**src/rtl/fsm_link_pkg.sv**
```systemverilog
// Shared definitions for the frame serializer and the sequence-detector link:
// state encoding, default frame geometry and counter sizing.
package fsm_link_pkg;

   typedef enum logic [1:0] {
      ST_IDLE  = 2'd0,
      ST_CLEAR = 2'd1,
      ST_SHIFT = 2'd2,
      ST_GAP   = 2'd3
   } state_t;

   localparam int DEF_WIDTH = 3;
   localparam int DEF_GAP   = 1;

   // The shared down-counter holds at most WIDTH-1 or GAP_CYCLES-1; never narrower than 1 bit.
   function automatic int cnt_width(input int width, input int gap);
      int m;
      m = (width > gap + 1) ? width : gap + 1;
      return (m <= 2) ? 1 : $clog2(m);
   endfunction

endpackage

```
**src/rtl/frame_serializer.sv**
```systemverilog
// Serializes one parallel word per frame: a clear pulse, WIDTH bits MSB-first,
// then GAP_CYCLES idle cycles. Counts completed frames modulo 256.
module frame_serializer
   import fsm_link_pkg::*;
#(
   parameter int WIDTH      = DEF_WIDTH,
   parameter int GAP_CYCLES = DEF_GAP
) (
   input  logic             clk,
   input  logic             rst,
   input  logic [WIDTH-1:0] data_in,
   input  logic             data_valid,
   output logic             data_ready,
   output logic             ser_out,
   output logic             ser_valid,
   output logic             frame_clr_n,
   output logic [7:0]       frame_cnt,
   output state_t           dbg_state
);

   // Handshake: a word is taken at a rising edge where data_valid and data_ready are both 1;
   // data_ready depends only on registered state, and the producer must hold the word until taken.

   localparam int CW = cnt_width(WIDTH, GAP_CYCLES);
   localparam logic [CW-1:0] LOAD_BITS = CW'(WIDTH - 1);
   localparam logic [CW-1:0] LOAD_GAP  = CW'((GAP_CYCLES > 0) ? GAP_CYCLES - 1 : 0);

   state_t           r_state;
   state_t           w_next_state;
   logic [WIDTH-1:0] r_shift;
   logic [CW-1:0]    r_cnt;
   logic [7:0]       r_frame_cnt;
   logic             w_cnt_zero;

   assign w_cnt_zero = (r_cnt == '0);

   always_ff @(posedge clk or negedge rst) begin
      if (!rst) r_state <= ST_IDLE;
      else      r_state <= w_next_state;
   end

   always_comb begin
      w_next_state = r_state;
      case (r_state)
         ST_IDLE:  if (data_valid) w_next_state = ST_CLEAR;
         ST_CLEAR: w_next_state = ST_SHIFT;
         ST_SHIFT: if (w_cnt_zero) w_next_state = (GAP_CYCLES > 0) ? ST_GAP : ST_IDLE;
         ST_GAP:   if (w_cnt_zero) w_next_state = ST_IDLE;
         default:  w_next_state = ST_IDLE;
      endcase
   end

   // One counter serves both the bit phase and the gap phase.
   always_ff @(posedge clk or negedge rst) begin
      if (!rst) begin
         r_shift     <= '0;
         r_cnt       <= '0;
         r_frame_cnt <= '0;
      end else begin
         case (r_state)
            ST_IDLE: begin
               if (data_valid) r_shift <= data_in;
            end
            ST_CLEAR: begin
               r_cnt <= LOAD_BITS;
            end
            ST_SHIFT: begin
               r_shift <= r_shift << 1;
               if (w_cnt_zero) begin
                  r_frame_cnt <= r_frame_cnt + 8'd1;
                  r_cnt       <= LOAD_GAP;
               end else begin
                  r_cnt <= r_cnt - CW'(1);
               end
            end
            ST_GAP: begin
               if (!w_cnt_zero) r_cnt <= r_cnt - CW'(1);
            end
            default: ;
         endcase
      end
   end

   always_comb begin
      data_ready  = 1'b0;
      ser_out     = 1'b0;
      ser_valid   = 1'b0;
      frame_clr_n = 1'b1;
      case (r_state)
         ST_IDLE:  data_ready  = 1'b1;
         ST_CLEAR: frame_clr_n = 1'b0;
         ST_SHIFT: begin
            ser_valid = 1'b1;
            ser_out   = r_shift[WIDTH-1];
         end
         default: ;
      endcase
   end

   assign frame_cnt = r_frame_cnt;
   assign dbg_state = r_state;

endmodule

```
**config.mk**
```make
export PLATFORM = sky130hd
export DESIGN_NAME = frame_serializer
export DESIGN_NICKNAME = d
export VERILOG_FILES = /design/src/rtl/fsm_link_pkg.sv /design/src/rtl/frame_serializer.sv
export SDC_FILE = /design/constraint.sdc
export NUM_CORES = 1
export LEC_CHECK = 0
export BUFFER_PORTS_ARGS = -buffer_cell sky130_fd_sc_hd__buf_2
export CORE_ASPECT_RATIO = 0.6
export CORE_MARGIN = 3
export CORE_UTILIZATION = 30
export DETAILED_ROUTE_END_ITERATION = 8
export GPL_TIMING_DRIVEN = 0
export PLACE_DENSITY_LB_ADDON = 0.1
export SYNTH_ARGS = -nofsm -noshare
export SYNTH_HDL_FRONTEND = slang
export SYNTH_SLANG_ARGS = --single-unit
```
**constraint.sdc**
```tcl
create_clock -name clk -period 1.81 [get_ports clk]
set_clock_uncertainty 0.1 [all_clocks]
set_input_delay 0.2715 -clock clk [delete_from_list [all_inputs] [get_ports clk]]
set_output_delay 0.2715 -clock clk [all_outputs]
set_load 0.1 [all_outputs]
```
==> impl_metrics.json, run 1 <==
{
  "cts_setup_buffers": 0,
  "die_w_um": 74.7,
  "dr_wl_met2_um": 668,
  "slew_violations": 0,
  "yosys-top-cells-area": "dfrtp_1 (44%), ha_1 (16%), xnor2_1 (7.2%), a21oi_1 (4.1%), mux2_1 (2.7%)",
  "core-area_um2": 2590,
  "firstDrtPassIters": 4,
  "worst_pin_slew_ps": 487,
  "place_congestion": 0.759,
  "crit_path_max_fanout": 6,
  "vias": 680,
  "dieArea_um2": 3520,
  "n_antenna_cell": 0,
  "synth_cell_types": 24,
  "grt_max_degree": 16,
  "crit_path_end_kind": "output pin",
  "finalCritPeriodShare_pct": 96.9,
  "final_common_cell": "buf_2",
  "grt_pass1_vias": 607,
  "post_route_cells_drive_above_1_share_pct": 33.0,
  "dr.max_layer_used": "met4",
  "hold_class": "in -> reg",
  "route.met3.wl_um": 123,
  "critPathKind": "reg -> out",
  "final_cell_mix": "buf_2 (15), dfrtp_1 (13), ha_1 (9), a21oi_1 (7), xnor2_1 (7)",
  "grt_antenna_before_repair": 0,
  "clkLatencyLatePin_ps": 250,
  "cts_root_buf": "clkbuf_8",
  "ant_nets": 0,
  "drt_iter0_markers": 24,
  "finalHoldViolations": 0,
  "fin_nets": 121,
  "rows": 14,
  "yosys.area.top_type_share_pct": 44.2,
  "drc": 0,
  "status": "complete, no violations",
  "seq_area_frac_synth_pct": 44.2,
  "synth-warning-count": 0,
  "r2r_slack_ps": 180,
  "yosysTopAreaCell": "dfrtp_1",
  "die_y_um": 47.2,
  "synth_area_um2": 848,
  "grt_usage_pct": 12.0,
  "worst_setup_path_start_kind": "register",
  "crit_required_ps": 1440,
  "max-clock-path-buffers": 2,
  "start_util_pct": 32.7,
  "cts_tree": "yes",
  "num-fill-cells": 261,
  "drt-met1-wl_um": 973,
  "syn_area_per_cell_um2": 10.7,
  "syn_nets": 96,
  "maxCapViolations": 0,
  "dpl_worst_slack_ps": 127,
  "syn_inst": 79,
  "syn_to_final_growth_pct": 31.1,
  "cts_buffers": 3,
  "rsz0062_at_grt": "false",
  "drt_wl_total_mm": 1.79,
  "wl_per_cell_um": 13.3,
  "timing.final.ws_setup_ps": 56.4,
  "dp.final_hpwl_mm": 1.39,
  "htree_num_levels": 1,
  "synth.ff_latch_count": 15,
  "fmax_ghz": 0.570,
  "ios": 20,
  "io_buffer_count": 19,
  "crit_arrival_ps": 1380,
  "setup_viol": 0,
  "slew_headroom_pct": 67.7,
  "viasPerCell": 5.04,
  "gr-total-overflow": 0,
  "cts_sinks": 15,
  "period_minus_slack_ps": 1750,
  "grt_pass1_wl_mm": 3.00,
  "clk_pin_slew_worst_paths_ps": 60
}
==> worst paths after layout <==
| kind | startpoint | end | cells after the start |
|---|---|---|---|
| min | data_in[0] | r_shift[0] | 3 |
| max in group asynchronous | rst | dbg_state[1] | 2 |
| min reg2reg | frame_cnt[7] | frame_cnt[7] | 1 |
| max | dbg_state[1] | frame_clr_n | 4 |
| min in group asynchronous | rst | frame_cnt[7] | 2 |
| max reg2reg | dbg_state[0] | dbg_state[1] | 4 |
==> cells in the mapped netlist <==
master,instances
a21oi_1,7
a221o_1,2
a22oi_1,1
and2_1,1
and2_4,1
and3_1,2
and4_1,1
buf_2,1
dfrtp_1,15
ha_1,11
inv_1,5
mux2_1,2
mux2i_1,1
nand2_1,4
nand2b_1,2
nand2b_2,1
nand3_1,4
nand4_1,3
nand4b_1,1
nor2_1,3
nor2b_1,1
o21ai_0,2
o21bai_1,1
xnor2_1,7
==> critical path, cell delays in order, from the launching register on <==
cell	delay (ps)
dfrtp_4	520
inv_2	110
ha_1	200
clkinvlp_4	80
buf_4	230
==> flip-flops by register name (all words and copies together), names as in the netlist <==
register,cells
frame_cnt,8
r_shift,3
r_cnt,2
dbg_state,2
==> stage by stage <==
stage                     area [um^2]  setup TNS, ps  util [%]  hold slack (ps)  std cells
after floorplan                   900           -625         -             -124         79
after global placement           1030              0      39.9             99.9        130
after detailed placement         1030              0      39.9              103        130
after CTS                        1100              0      42.6              181        135
after global routing             1110              0      42.9              194        135
final                            1110              0      42.9              180        135
==> layout make-up <==
cell class / count / area [um^2] / share of cell area, %
inverter: 5 / 27.5 / 2.47
sequential: 15 / 383 / 34.4
multi-input combinational: 58 / 478 / 43.0
clock buffer: 4 / 45.0 / 4.05
buffer: 1 / 11.3 / 1.01
timing repair buffer: 20 / 128 / 11.5
tap: 32 / 40.0 / 3.60
==> timing repair <==
| item | 4_1_cts | 5_1_grt |
|---|---|---|
| hold endpoints to repair | 15 | 0 |
| setup endpoints to repair | 4 | 1 |
| hold buffers | 1 | 0 |
| resized for setup | 5 | 2 |
==> logic make-up after synthesis <==
kind of cell	after synthesis	share of synthesized area (%)
AO/OA/AOI/OAI	13	9.44
XOR/XNOR	7	7.23
adder cells (fa/ha/maj)	11	16.2
buffers and inverters	6	2.80
flip-flops	15	44.2
multiplexers	3	3.83
AND/OR/NAND/NOR	24	16.2
==> per-layer routing <==
layer  track usage, %  up-vias
li1                 -      325
met1             18.1      327
met2             14.5       24
met3             4.70        4
met4             5.67        0
met5                0        -
Power of run 1 is not shown: default switching activity piles up to over one toggle a cycle in this logic, so the estimate is an artifact.
==> run 2, diff against run 1 <==
--- a/config.mk
+++ b/config.mk
@@ -6,12 +6,12 @@
 export NUM_CORES = 1
 export LEC_CHECK = 0
 export BUFFER_PORTS_ARGS = -buffer_cell sky130_fd_sc_hd__buf_2
-export CORE_ASPECT_RATIO = 0.6
 export CORE_MARGIN = 3
 export CORE_UTILIZATION = 30
 export DETAILED_ROUTE_END_ITERATION = 8
 export GPL_TIMING_DRIVEN = 0
 export PLACE_DENSITY_LB_ADDON = 0.1
+export SETUP_SLACK_MARGIN = 0.2
 export SYNTH_ARGS = -nofsm -noshare
 export SYNTH_HDL_FRONTEND = slang
 export SYNTH_SLANG_ARGS = --single-unit
==> run 2 against run 1 <==
- final area rose by 12%
- first-iteration DRC count fell by 21%
- routed wire length fell by 5.2%
- core utilization rose by 5.1 points
- register-to-register slack barely moved
- die area fell by 0.60%
- cell count rose by 1.5%
- sequential share of layout area fell by 3.4 points
- worst setup slack improved by 20 ps
- critical endpoint is now ser_out
==> impl_metrics.json, run 2 (synthesized netlist as in run 1, its figures left out) <==
{
  "cts_root_buf": "clkbuf_4",
  "wl_per_cell_um": 12.4,
  "start_util_pct": 32.8,
  "crit_path_end_kind": "output pin",
  "firstDrtPassIters": 4,
  "io_buffer_count": 19,
  "dp.cells": 128,
  "grt_max_degree": 16,
  "rsz0062_at_grt": "true",
  "fin_nets": 125,
  "fin_area_um2": 1240,
  "postPlaceCellArea_um2": 1050,
  "crit_required_ps": 1440,
  "num-fill-cells": 248,
  "finalHoldViolations": 0,
  "crit_arrival_ps": 1360,
  "crit_chain": "inv_8 -> ha_4 -> and2_4 -> buf_12",
  "die_w_um": 59.2,
  "post_route_cells_drive_above_1_share_pct": 44.9,
  "maxCapViolations": 0,
  "finalCritPeriodShare_pct": 95.8,
  "multiInputGateArea_um2": 544,
  "vias": 661,
  "dp.final_hpwl_mm": 1.21,
  "rows": 18,
  "period_minus_slack_ps": 1730,
  "cts_sinks": 15,
  "clk_pin_slew_worst_paths_ps": 90,
  "worst_setup_path_start_kind": "register",
  "n_antenna_cell": 0,
  "max-clock-path-buffers": 2,
  "cts_tree": "yes",
  "grt_antenna_before_repair": 0,
  "core-area_um2": 2590,
  "grt_pass1_wl_mm": 2.73,
  "gr-total-overflow": 0,
  "status": "complete, no violations",
  "worst_pin_slew_ps": 487,
  "slew_headroom_pct": 67.8,
  "grt_usage_pct": 10.6,
  "largest_reg_flops": 8,
  "viasPerCell": 4.82,
  "syn_to_final_growth_pct": 46.5,
  "critical-path-slowest-cell": "dfrtp_4",
  "die_y_um": 59.2,
  "ant_nets": 0,
  "final_cells": 137,
  "regArea_um2": 385,
  "cts_buffers": 3,
  "final_common_cell": "buf_2",
  "place_congestion": 0.720,
  "drt_iter0_markers": 19,
  "crit_path_max_fanout": 5,
  "fmax_ghz": 0.577,
  "slew_violations": 0,
  "drc": 0,
  "hold_class": "in -> reg",
  "critPathKind": "reg -> out",
  "final_cell_mix": "buf_2 (13), dfrtp_1 (11), xnor2_1 (7), a21oi_1 (6), ha_1 (6)",
  "drt_wl_total_mm": 1.70,
  "setup_viol": 0,
  "cp_slowest_stage_delay_ps": 540,
  "dieArea_um2": 3500,
  "ios": 20,
  "htree_num_levels": 1,
  "clkLatencyLatePin_ps": 290,
  "grt_pass1_vias": 601
}
[run 2: cell count changes in the layout (fill, tap and decap cells not counted), moves of 2 or more]
cell      before  now
dfrtp_1       13   11
dfrtp_2        0    2
clkbuf_8       3    0
clkbuf_4       0    4
buf_12         1    4
ha_1           9    6
buf_2         15   13
ha_4           2    5
[run 2: area by class of cell]
| class | instances | area share (%) |
|---|---|---|
| Buffer | 1 | 0.906 |
| Clock buffer | 3 | 1.81 |
| Tap cell | 30 | 3.02 |
| Timing Repair Buffer | 24 | 16.4 |
| Inverter | 5 | 2.62 |
| Sequential cell | 15 | 31.0 |
| Multi-Input combinational cell | 58 | 43.8 |
| Clock inverter | 1 | 0.403 |
[run 2: final timing paths]
check | startpoint | end | slack (ps) | depth (start not counted)
worst max-delay path | dbg_state[0] | ser_out | 80 | 4
worst min-delay path | data_in[0] | r_shift[0] | 130 | 3
worst max register to register | dbg_state[1] | r_shift[1] | 180 | 5
worst min register to register | frame_cnt[7] | frame_cnt[7] | 370 | 1
max in group asynchronous | rst | dbg_state[1] | 1020 | 2
min in group asynchronous | rst | r_shift[2] | 310 | 2
[run 2: worst max-delay path, delay by kind of cell, from the launching register on]
kind / cells / cell delay, ps
DFF: 1 / 540
adders and majority gates: 1 / 130
and+or+nand+nor: 1 / 140
buffers and inverters: 2 / 260
[run 2: metal layers]
metal | global-route usage, % | up-vias | routed length, um
li1 | - | 334 | -
met1 | 14.0 | 315 | 819
met2 | 15.6 | 10 | 797
met3 | 3.92 | 2 | 66
met4 | 3.88 | 0 | 15
met5 | 0 | - | 0
[run 2: through the flow]
stage / hold slack [ps] / util [%] / setup TNS, ps / setup slack [ps]
floorplan: -124 / - / -609 / -118
global placement: 94.5 / 40.6 / 0 / 127
detailed placement: 97.1 / 40.6 / 0 / 119
CTS: 121 / 45.8 / 0 / 72.0
global route: 124 / 48.0 / 0 / 32.6
finish: 131 / 48.0 / 0 / 76.9
[run 2: timing repair]
action | in CTS | in global routing
buffers inserted | 3 | 1
setup endpoints to repair | 8 | 13
hold buffers | 1 | 0
gates cloned | 0 | 0
pin swaps | 1 | 1
resized for setup | 20 | 9
endpoints found under the hold margin | 15 | 0
Power of run 2 is left out for the same reason.
==> run 3, diff against run 2 <==
--- a/config.mk
+++ b/config.mk
@@ -5,6 +5,7 @@
 export SDC_FILE = /design/constraint.sdc
 export NUM_CORES = 1
 export LEC_CHECK = 0
+export ABC_AREA = 1
 export BUFFER_PORTS_ARGS = -buffer_cell sky130_fd_sc_hd__buf_2
 export CORE_MARGIN = 3
 export CORE_UTILIZATION = 30
==> run 3 against run 2 <==
- cell count up 25%
- via count up 17%
- sequential share of layout area is 2.1 points lower
- synthesized area is 4.7% higher
- global-route usage is 0.096 points lower
- non-clock buffer count increased by 5
- critical path depth is 1 higher
- clock-buffer cell count is 1 higher
- core utilization is 0.42 points lower
==> impl_metrics.json, run 3 <==
{
  "status": "complete, no violations",
  "fin_area_um2": 1320,
  "finalHoldViolations": 0,
  "worst_setup_path_start_kind": "register",
  "grt_usage_pct": 10.5,
  "maxCapViolations": 0,
  "ios": 20,
  "crit_path_end_kind": "output pin",
  "crit_path_max_fanout": 3,
  "wl_per_cell_um": 10.3,
  "cts_root_buf": "clkbuf_4",
  "dp.final_hpwl_mm": 1.27,
  "worst_pin_slew_ps": 485,
  "largest_reg_flops": 8,
  "die_y_um": 60.4,
  "postPlaceCellArea_um2": 1100,
  "synth_common_cells": "nand2_1 (29), inv_1 (20), dfrtp_1 (15), ha_1 (11), o21ai_0 (10)",
  "critical-path-top-delay-family": "flip-flops",
  "cp_num_buf_inv": 3,
  "hold_class": "in -> reg",
  "regArea_um2": 383,
  "syn_nets": 123,
  "synth.ff_latch_count": 15,
  "syn_area_per_cell_um2": 8.38,
  "timing.final.ws_setup_ps": 78.1,
  "grt_pass1_vias": 702,
  "whs_ps": 143,
  "synthArstFlopShare_pct": 100,
  "firstDrtPassIters": 4,
  "final_common_cell": "nand2_1",
  "worst_path_most_repeated_cell": "clkinvlp_4",
  "io_buffer_count": 19,
  "place_congestion": 0.769,
  "drt_wl_total_mm": 1.76,
  "fin_nets": 158,
  "syn_to_final_growth_pct": 48.9,
  "syn_inst": 106,
  "post_route_cells_drive_above_1_share_pct": 41.4,
  "core-area_um2": 2780,
  "dpl_worst_slack_ps": 110,
  "grt_max_degree": 16,
  "ant_nets": 0,
  "htree_num_levels": 1,
  "cts_tree": "yes",
  "die_w_um": 60.4,
  "finalCritPeriodShare_pct": 95.7,
  "clk_pin_slew_worst_paths_ps": 90,
  "crit_arrival_ps": 1360,
  "crit_chain": "clkinvlp_4 -> ha_4 -> nand2_4 -> clkinvlp_4 -> buf_12",
  "clkLatencyLatePin_ps": 270,
  "synth-edff-count": 0,
  "seq_area_frac_synth_pct": 42.3,
  "drc": 0,
  "cts_sinks": 15,
  "viasPerCell": 4.51,
  "critical-path-slowest-cell": "dfrtp_4",
  "cts_buffers": 3,
  "ys.flop_type": "dfrtp_1",
  "yosys.area.top_type_share_pct": 42.3,
  "vias": 772,
  "utilization_pct": 47.5,
  "critPathKind": "reg -> out",
  "setup_viol": 0,
  "n_antenna_cell": 0,
  "rows": 19,
  "drt_iter0_markers": 26,
  "grt_antenna_before_repair": 0,
  "final_cell_mix": "nand2_1 (24), inv_1 (15), dfrtp_1 (13), buf_2 (13), buf_4 (10)",
  "multiInputGateArea_um2": 544,
  "cp_slowest_stage_delay_ps": 450,
  "dieArea_um2": 3650,
  "synth_cell_types": 18,
  "yosysTopAreaCell": "dfrtp_1",
  "grt_pass1_wl_mm": 2.90,
  "synth-warning-count": 0,
  "num-fill-cells": 276,
  "yosys-top-cells-area": "dfrtp_1 (42%), ha_1 (15%), nand2_1 (12%), inv_1 (8.5%), o21ai_0 (5.6%)",
  "slew_violations": 0,
  "slew_headroom_pct": 67.9,
  "period_minus_slack_ps": 1730,
  "start_util_pct": 31.9,
  "synth.most_common_cell": "nand2_1",
  "max-clock-path-buffers": 2,
  "synth_area_um2": 888,
  "fmax_ghz": 0.577,
  "crit_required_ps": 1440,
  "gr-total-overflow": 0,
  "rsz0062_at_grt": "true"
}
run 3: changes by cell type after synthesis, moves of 2 or more:
cell	delta
nand2_1	+25
inv_1	+15
o21ai_0	+8
a21oi_1	-6
xnor2_1	-5
a221o_1	-2
and3_1	-2
mux2_1	-2
nand2b_1	-2
nand4_1	-2
xor2_1	+2
run 3: kinds of logic (layout without fill, tap and decap cells):
group / after synthesis / in the layout / share of synthesized area (%)
and+or+nand+nor: 42 / 42 / 20.6
buffers and inverters: 20 / 54 / 8.45
DFF: 15 / 15 / 42.3
AOI/OAI and AO/OA: 13 / 13 / 8.03
adders and majority gates: 11 / 11 / 15.5
xor gates and xnor gates: 4 / 4 / 3.94
muxes: 1 / 1 / 1.27
run 3: layout make-up:
type                            count  area share (%)
Timing Repair Buffer               30            18.4
Multi-Input combinational cell     71            41.2
Inverter                           20            6.53
Clock buffer                        4            1.99
Sequential cell                    15            28.9
Tap cell                           31            2.93
run 3: path summary, 6_finish.rpt:
| kind | startpoint | endpoint | slack [ps] | depth (start not counted) |
|---|---|---|---|---|
| worst max-delay path | dbg_state[0] | ser_out | 80 | 5 |
| worst min-delay path | data_in[0] | r_shift[0] | 140 | 3 |
| worst max register to register | dbg_state[0] | frame_cnt[6] | 130 | 9 |
| worst min register to register | frame_cnt[5] | frame_cnt[5] | 420 | 2 |
| max in group asynchronous | rst | dbg_state[1] | 1020 | 2 |
| min in group asynchronous | rst | frame_cnt[4] | 320 | 2 |
run 3: through the flow:
stage	setup TNS, ps	cells
5_1_grt	0	171
3_5_place_dp	0	156
3_3_place_gp	0	156
4_1_cts	0	171
2_1_floorplan	-758	106
6_report	0	171
run 3: repair_timing:
action / 4_1_cts / 5_1_grt
setup endpoints to repair: 4 / 19
endpoints found under the hold margin: 15 / 0
gates resized for setup: 14 / 20
buffers inserted: 10 / 0
hold buffers: 1 / 0
pin swaps: 2 / 5
run 3: metal layers:
layer	up-vias	GRT usage (%)	wire length, um
met1	365	13.6	803
li1	397	-	-
met3	0	1.91	52
met5	-	0	0
met4	0	3.72	0
met2	10	17.4	908
run 3: worst min-delay path, cell delays in order:
cell and delay (ps):
buf_2 100, nand3_2 60, o21ai_1 50
Power of run 3 is left out for the same reason.
